$ cat config.mk
export PLATFORM = sky130hd
export DESIGN_NAME = ps2_key_tx
export DESIGN_NICKNAME = d
export VERILOG_FILES = /design/src/rtl/ps2_key_tx_pkg.sv /design/src/rtl/ps2_key_tx_timer.sv /design/src/rtl/ps2_key_tx.sv
export SDC_FILE = /design/constraint.sdc
export NUM_CORES = 1
export LEC_CHECK = 0
export CORE_UTILIZATION = 51
export CTS_CLUSTER_SIZE = 12
export DETAILED_ROUTE_END_ITERATION = 8
export PLACE_DENSITY = 0.81
export RECOVER_POWER = 25
export SLEW_MARGIN = 20
export SYNTH_ARGS = -nofsm -noshare
export SYNTH_HDL_FRONTEND = slang
export SYNTH_SLANG_ARGS = --single-unit
$ cat constraint.sdc
create_clock -name clk -period 4.59 [get_ports clk]
set_input_delay 0.918 -clock clk [delete_from_list [all_inputs] [get_ports clk]]
set_output_delay 0.918 -clock clk [all_outputs]
set_load 0.01 [all_outputs]
$ cat src/rtl/ps2_key_tx_pkg.sv
// rtl/ps2_key_tx_pkg.sv - shared PS/2 link constants, FSM encodings and frame builder
package ps2_key_tx_pkg;

   localparam logic [7:0] BRK_CODE  = 8'hF0;
   localparam int         FRAME_LEN = 11;

   localparam logic [2:0] S_IDLE    = 3'd0;
   localparam logic [2:0] S_CHK_BUS = 3'd1;
   localparam logic [2:0] S_BIT_HI  = 3'd2;
   localparam logic [2:0] S_BIT_LO  = 3'd3;
   localparam logic [2:0] S_GAP     = 3'd4;

   function automatic int max3(input int a, input int b, input int c);
      int m;
      m = (a > b) ? a : b;
      return (m > c) ? m : c;
   endfunction

   // Bit 0 goes out first: start, data LSB first, odd parity, stop.
   function automatic logic [FRAME_LEN-1:0] make_frame(input logic [7:0] data);
      return {1'b1, ~^data, data, 1'b0};
   endfunction

endpackage

$ cat src/rtl/ps2_key_tx_timer.sv
// rtl/ps2_key_tx_timer.sv - loadable down-counter shared by half-period, gap and idle-check timing
module ps2_key_tx_timer #(
   parameter int W = 13
) (
   input  logic         clk,
   input  logic         rst,
   input  logic         load_i,
   input  logic [W-1:0] load_val_i,
   output logic [W-1:0] count_o,
   output logic         done_o
);

   logic [W-1:0] count_q;

   always_ff @(posedge clk) begin
      if (rst) begin
         count_q <= '0;
      end else if (load_i) begin
         count_q <= load_val_i;
      end else if (count_q != '0) begin
         count_q <= count_q - 1'b1;
      end
   end

   assign count_o = count_q;
   assign done_o  = (count_q == '0);

endmodule

$ cat src/rtl/ps2_key_tx.sv
// rtl/ps2_key_tx.sv - device-side PS/2 keyboard transmitter (make / F0-prefixed break sequences)
module ps2_key_tx
   import ps2_key_tx_pkg::*;
#(
   parameter int CLK_HALF = 4000,
   parameter int GAP      = 5000,
   parameter int IDLE_CHK = 5000
) (
   input  logic       clk,
   input  logic       rst,
   input  logic [7:0] key_code,
   input  logic       key_brk,
   input  logic       key_valid,
   output logic       key_ready,
   input  logic       ps2c_in,
   output logic       ps2c_drv,
   output logic       ps2d_drv,
   output logic       busy,
   output logic       tx_done
);

   localparam int TW = $clog2(max3(CLK_HALF, GAP, IDLE_CHK) + 1);
   localparam logic [TW-1:0] HALF_TC = TW'(CLK_HALF - 1);
   localparam logic [TW-1:0] GAP_TC  = TW'(GAP - 1);
   localparam logic [TW-1:0] CHK_TC  = TW'(IDLE_CHK - 1);
   // Our own clock release needs two cycles to reach the synchroniser output.
   localparam logic [TW-1:0] INH_LIMIT = TW'(CLK_HALF - 3);
   localparam logic [3:0]    LAST_BIT  = 4'(FRAME_LEN - 1);

   logic [2:0]           state_q, state_d;
   logic [3:0]           bit_cnt_q, bit_cnt_d;
   logic [FRAME_LEN-1:0] frame_q, frame_d;
   logic [7:0]           byte0_q, byte0_d, byte1_q, byte1_d;
   logic                 two_q, two_d, sec_q, sec_d;
   logic [1:0]           sync_q;
   logic                 ps2c_drv_q, ps2c_drv_d, ps2d_drv_q, ps2d_drv_d;
   logic                 busy_q, tx_done_q, tx_done_d;
   logic                 tmr_load, tmr_done;
   logic [TW-1:0]        tmr_val, tmr_count;
   logic                 ps2c_s;
   logic [7:0]           cur_byte;

   assign ps2c_s   = sync_q[1];
   assign cur_byte = sec_q ? byte1_q : byte0_q;

   ps2_key_tx_timer #(.W(TW)) u_timer (
      .clk        (clk),
      .rst        (rst),
      .load_i     (tmr_load),
      .load_val_i (tmr_val),
      .count_o    (tmr_count),
      .done_o     (tmr_done)
   );

   always_comb begin
      state_d   = state_q;
      bit_cnt_d = bit_cnt_q;
      frame_d   = frame_q;
      byte0_d   = byte0_q;
      byte1_d   = byte1_q;
      two_d     = two_q;
      sec_d     = sec_q;
      tx_done_d = 1'b0;
      tmr_load  = 1'b0;
      tmr_val   = HALF_TC;
      case (state_q)
         S_IDLE: begin
            if (key_valid) begin
               byte0_d  = key_brk ? BRK_CODE : key_code;
               byte1_d  = key_code;
               two_d    = key_brk;
               sec_d    = 1'b0;
               state_d  = S_CHK_BUS;
               tmr_load = 1'b1;
               tmr_val  = CHK_TC;
            end
         end
         S_CHK_BUS: begin
            if (!ps2c_s) begin
               tmr_load = 1'b1;
               tmr_val  = CHK_TC;
            end else if (tmr_done) begin
               frame_d   = make_frame(cur_byte);
               bit_cnt_d = 4'd0;
               state_d   = S_BIT_HI;
               tmr_load  = 1'b1;
            end
         end
         S_BIT_HI: begin
            // Host inhibit: drop the frame and resend the current byte once the bus frees up.
            if (!ps2c_s && bit_cnt_q != LAST_BIT && tmr_count <= INH_LIMIT) begin
               bit_cnt_d = 4'd0;
               state_d   = S_CHK_BUS;
               tmr_load  = 1'b1;
               tmr_val   = CHK_TC;
            end else if (tmr_done) begin
               state_d  = S_BIT_LO;
               tmr_load = 1'b1;
            end
         end
         S_BIT_LO: begin
            if (tmr_done) begin
               tmr_load = 1'b1;
               if (bit_cnt_q == LAST_BIT) begin
                  state_d = S_GAP;
                  tmr_val = GAP_TC;
               end else begin
                  bit_cnt_d = bit_cnt_q + 4'd1;
                  frame_d   = frame_q >> 1;
                  state_d   = S_BIT_HI;
               end
            end
         end
         S_GAP: begin
            if (tmr_done) begin
               if (two_q && !sec_q) begin
                  sec_d    = 1'b1;
                  state_d  = S_CHK_BUS;
                  tmr_load = 1'b1;
                  tmr_val  = CHK_TC;
               end else begin
                  state_d   = S_IDLE;
                  tx_done_d = 1'b1;
               end
            end
         end
         default: state_d = S_IDLE;
      endcase
      ps2c_drv_d = (state_d == S_BIT_LO);
      ps2d_drv_d = ((state_d == S_BIT_HI) || (state_d == S_BIT_LO)) && !frame_d[0];
   end

   always_ff @(posedge clk) begin
      if (rst) begin
         state_q    <= S_IDLE;
         bit_cnt_q  <= 4'd0;
         frame_q    <= '0;
         byte0_q    <= 8'd0;
         byte1_q    <= 8'd0;
         two_q      <= 1'b0;
         sec_q      <= 1'b0;
         sync_q     <= 2'b11;
         ps2c_drv_q <= 1'b0;
         ps2d_drv_q <= 1'b0;
         busy_q     <= 1'b0;
         tx_done_q  <= 1'b0;
      end else begin
         state_q    <= state_d;
         bit_cnt_q  <= bit_cnt_d;
         frame_q    <= frame_d;
         byte0_q    <= byte0_d;
         byte1_q    <= byte1_d;
         two_q      <= two_d;
         sec_q      <= sec_d;
         sync_q     <= {sync_q[0], ps2c_in};
         ps2c_drv_q <= ps2c_drv_d;
         ps2d_drv_q <= ps2d_drv_d;
         busy_q     <= (state_d != S_IDLE);
         tx_done_q  <= tx_done_d;
      end
   end

   assign key_ready = (state_q == S_IDLE);
   assign ps2c_drv  = ps2c_drv_q;
   assign ps2d_drv  = ps2d_drv_q;
   assign busy      = busy_q;
   assign tx_done   = tx_done_q;

endmodule
==> impl_metrics.yaml <==
yosys:
  syn_nets: 348
  syn_inst: 330
  synth_seq_cells: 55
  synthesis.area_um2: 2750
  yosysMostFrequentCell: "dfxtp_1"
  ys.flop_type: "dfxtp_1"
  synth_top_cell_area_share_pct: 40.1
  synthTopCellsByArea: "dfxtp_1 (40%), nand2_1 (6.1%), a21oi_1 (5.8%), xor2_1 (4.1%), nor2_1 (3.8%)"
  synth_top_cell_by_area: "dfxtp_1"
  synth_edf_count: 0
  avgSynthCellArea_um2: 8.33
  yosys_warnings: 0
  synth_seq_area_share_pct: 40.1
  ys_types: 45
  synthArstFlopShare_pct: 0
  yosys-top-cells-count: "dfxtp_1 (55), nand2_1 (45), a21oi_1 (32)"
outcome:
  violations: "max-capacitance violations, max-slew violations"
  outcome: "complete, but fails checks"
cells_and_area:
  num-nets-final: 356
  n_antenna_cell: 0
  drive_gt1_share_pct: 7.67
  areaGrowthSynthToFinish_pct: 12.1
  fin_util_pct: 59.9
cts:
  ctsHoldBuffers: 0
  post_cts_resized: 0
  htree_levels: 2
  cts_sinks: 55
  clk_latency_ns: 0.31
  cts.clk_slew.worst_paths_ns: 0.09
  root_buffer: "clkbuf_8"
  cts_buffer_depth: 2
  cts_buffers: 5
  cts_setup_buffers: 0
  cts_tree: "done"
power:
  p_per_area_nw_per_um2: 379
  leakage_nw: 1.12
  vdd_drop_max_mv: 0.194
critical_path:
  rr_worst_depth: 6
  path_cells: "dlygate4sd3_1, clkbuf_1, nand2b_1, nor3_1"
  worstPathArrival_ns: 3.43
  crit_path_start_kind: "input pin"
  rr_endpoint: "ps2d_drv"
  worst-setup-path-type: "in2reg"
  cp_slowest_stage_delay_ns: 1.17
  crit_required_ns: 4.78
  rrSetupSlack_ns: 2.01
  crit_slowest_cell: "clkbuf_1"
  worstReg2RegStart: "u_timer.count_o[2]"
  crit_buf_inv: 2
  crit_fanout: 37
  path_delay_family: "buffers and inverters"
  critPathCaptureType: "register"
hold_path:
  worstHoldEndpoint: "sync_q[1]"
  hp-start: "sync_q[0]"
  hp-class: "reg2reg"
  min_delay_path_depth: 1
detailed_routing:
  antenna_left: 0
  drt-initial-drc-count: 176
  viasPerCell: 5.72
  wl_per_cell_um: 13.9
  routed-via-count: 2340
  firstDrtPassIters: 4
  wirelength_um: 5690
  drc: 0
sta:
  max_freq_ghz: 0.308
  finalSetupTns_ns: 0
  min_period_over_period_pct: 70.7
  hold_viol_final: 0
  period_minus_slack_ns: 3.25
  slew_headroom_pct: -2.22
  rsz0062_at_grt: "false"
  worst_clock_skew_ns: 0.00642
  layout_setup_ws_ns: 1.34
  setup_viol: 0
  worst_slew_pin_slew_ns: 1.53
  drv_slew: 38
grt:
  antenna_found_initial: 0
  grt_pass1_vias: 2097
  grt_max_degree: 38
  grt_use_total_pct: 22.3
  grt-ovfl-total: 0
  grt_first_pass_wirelength_um: 9640
die:
  start_util_pct: 53.5
  die_w_um: 75.4
  die_h_um: 75.4
  row_count: 26
  design.die.area_um2: 5690
  core_um2: 5140
  io_pins: 18
place:
  hpwlAfterDp_um: 4070
  pre_cts_ws_ns: 1.90
  routabilityCongestion: 0.929
  portBuffers: 17
run:
  cap_violations: 1
## worst reg2reg max path, cell delays in order (launching register included)
cell and delay [ns]:
dfxtp_1 0.37, nor3_1 0.53, nand3b_1 0.13, or3_4 0.38
or4b_4 0.58, a22oi_1 0.31, nor3b_2 0.20
## where the power goes
part / internal, mW / switching [mW]
sequential: 0.515 / 0.0443
combinational: 0.103 / 0.129
clock: 0.217 / 0.158
## kinds of logic after synthesis
family	after synthesis	synth area share (%)
multiplexers	13	5.10
flip-flops	55	40.1
AND/OR/NAND/NOR	138	25.9
AO/OA/AOI/OAI	73	16.1
adder cells (fa/ha/maj)	5	2.28
buffers and inverters	24	3.55
XOR/XNOR	22	7.01
## cell type report
class	instances	area, µm²
Tap cell	70	87.6
Inverter	7	26.3
Fill cell	468	2060
Sequential cell	55	1100
Clock inverter	3	67.6
Multi-Input combinational cell	251	1550
Clock buffer	5	68.8
Timing Repair Buffer	18	174
## layout by cell type (no fill, tap or decap), types with 6 or more instances in the layout
cell / Yosys / layout
dfxtp_1: 55 / 55
clkdlybuf4s50_1: 0 / 12
xnor2_1: 9 / 9
nand3b_1: 8 / 8
nand2_1: 45 / 45
nand2b_1: 6 / 6
nand3_1: 8 / 8
nor3_1: 18 / 17
nor2_1: 28 / 28
a21oi_1: 32 / 32
mux2_2: 8 / 8
xor2_1: 13 / 13
o21ai_0: 15 / 15
a22oi_1: 10 / 10
inv_1: 7 / 7
## layer usage
metal  track usage [%]  part of all wire [%]  vias to the layer above
li1                  -                     -                     1170
met1              32.2                    49                     1103
met2              33.8                    46                       58
met3              3.44                   3.7                        9
met4              8.02                   1.2                        0
met5                 0                     0                        -
## registers in the layout, indices dropped and copies added (netlist names)
| register | flops |
|---|---|
| tx_done | 1 |
| frame_q | 11 |
| bit_cnt_q | 4 |
| sec_q | 1 |
| state_q | 3 |
| byte1_q | 8 |
| ps2d_drv | 1 |
| byte0_q | 8 |
| sync_q | 2 |
| ps2c_drv | 1 |
| two_q | 1 |
| busy | 1 |
| u_timer.count_o | 13 |
## metrics by stage
stage	hold slack, ns	std cells	cell area (µm²)	power, mW
after floorplan	0.389	330	2750	0.737
after global placement	0.393	401	2950	0.791
after detailed placement	0.403	401	2950	0.799
after CTS	0.426	409	3080	1.17
after global routing	0.439	409	3080	1.23
final	0.419	409	3080	1.17
## how the worst max path moves through the flow
stage	start	endpoint	slack, ns	depth (start not counted)
4_1_cts	u_timer.count_o[2]	ps2d_drv	2.05	6
3_3_place_gp	rst	ps2c_drv	1.95	4
5_1_grt	rst	u_timer.count_o[3]	1.10	5
6_report	rst	ps2c_drv	1.34	4
2_1_floorplan	u_timer.count_o[2]	frame_q[9]	2.39	7
3_5_place_dp	key_valid	byte0_q[1]	1.90	5
Power figures use the tool's default switching activity.
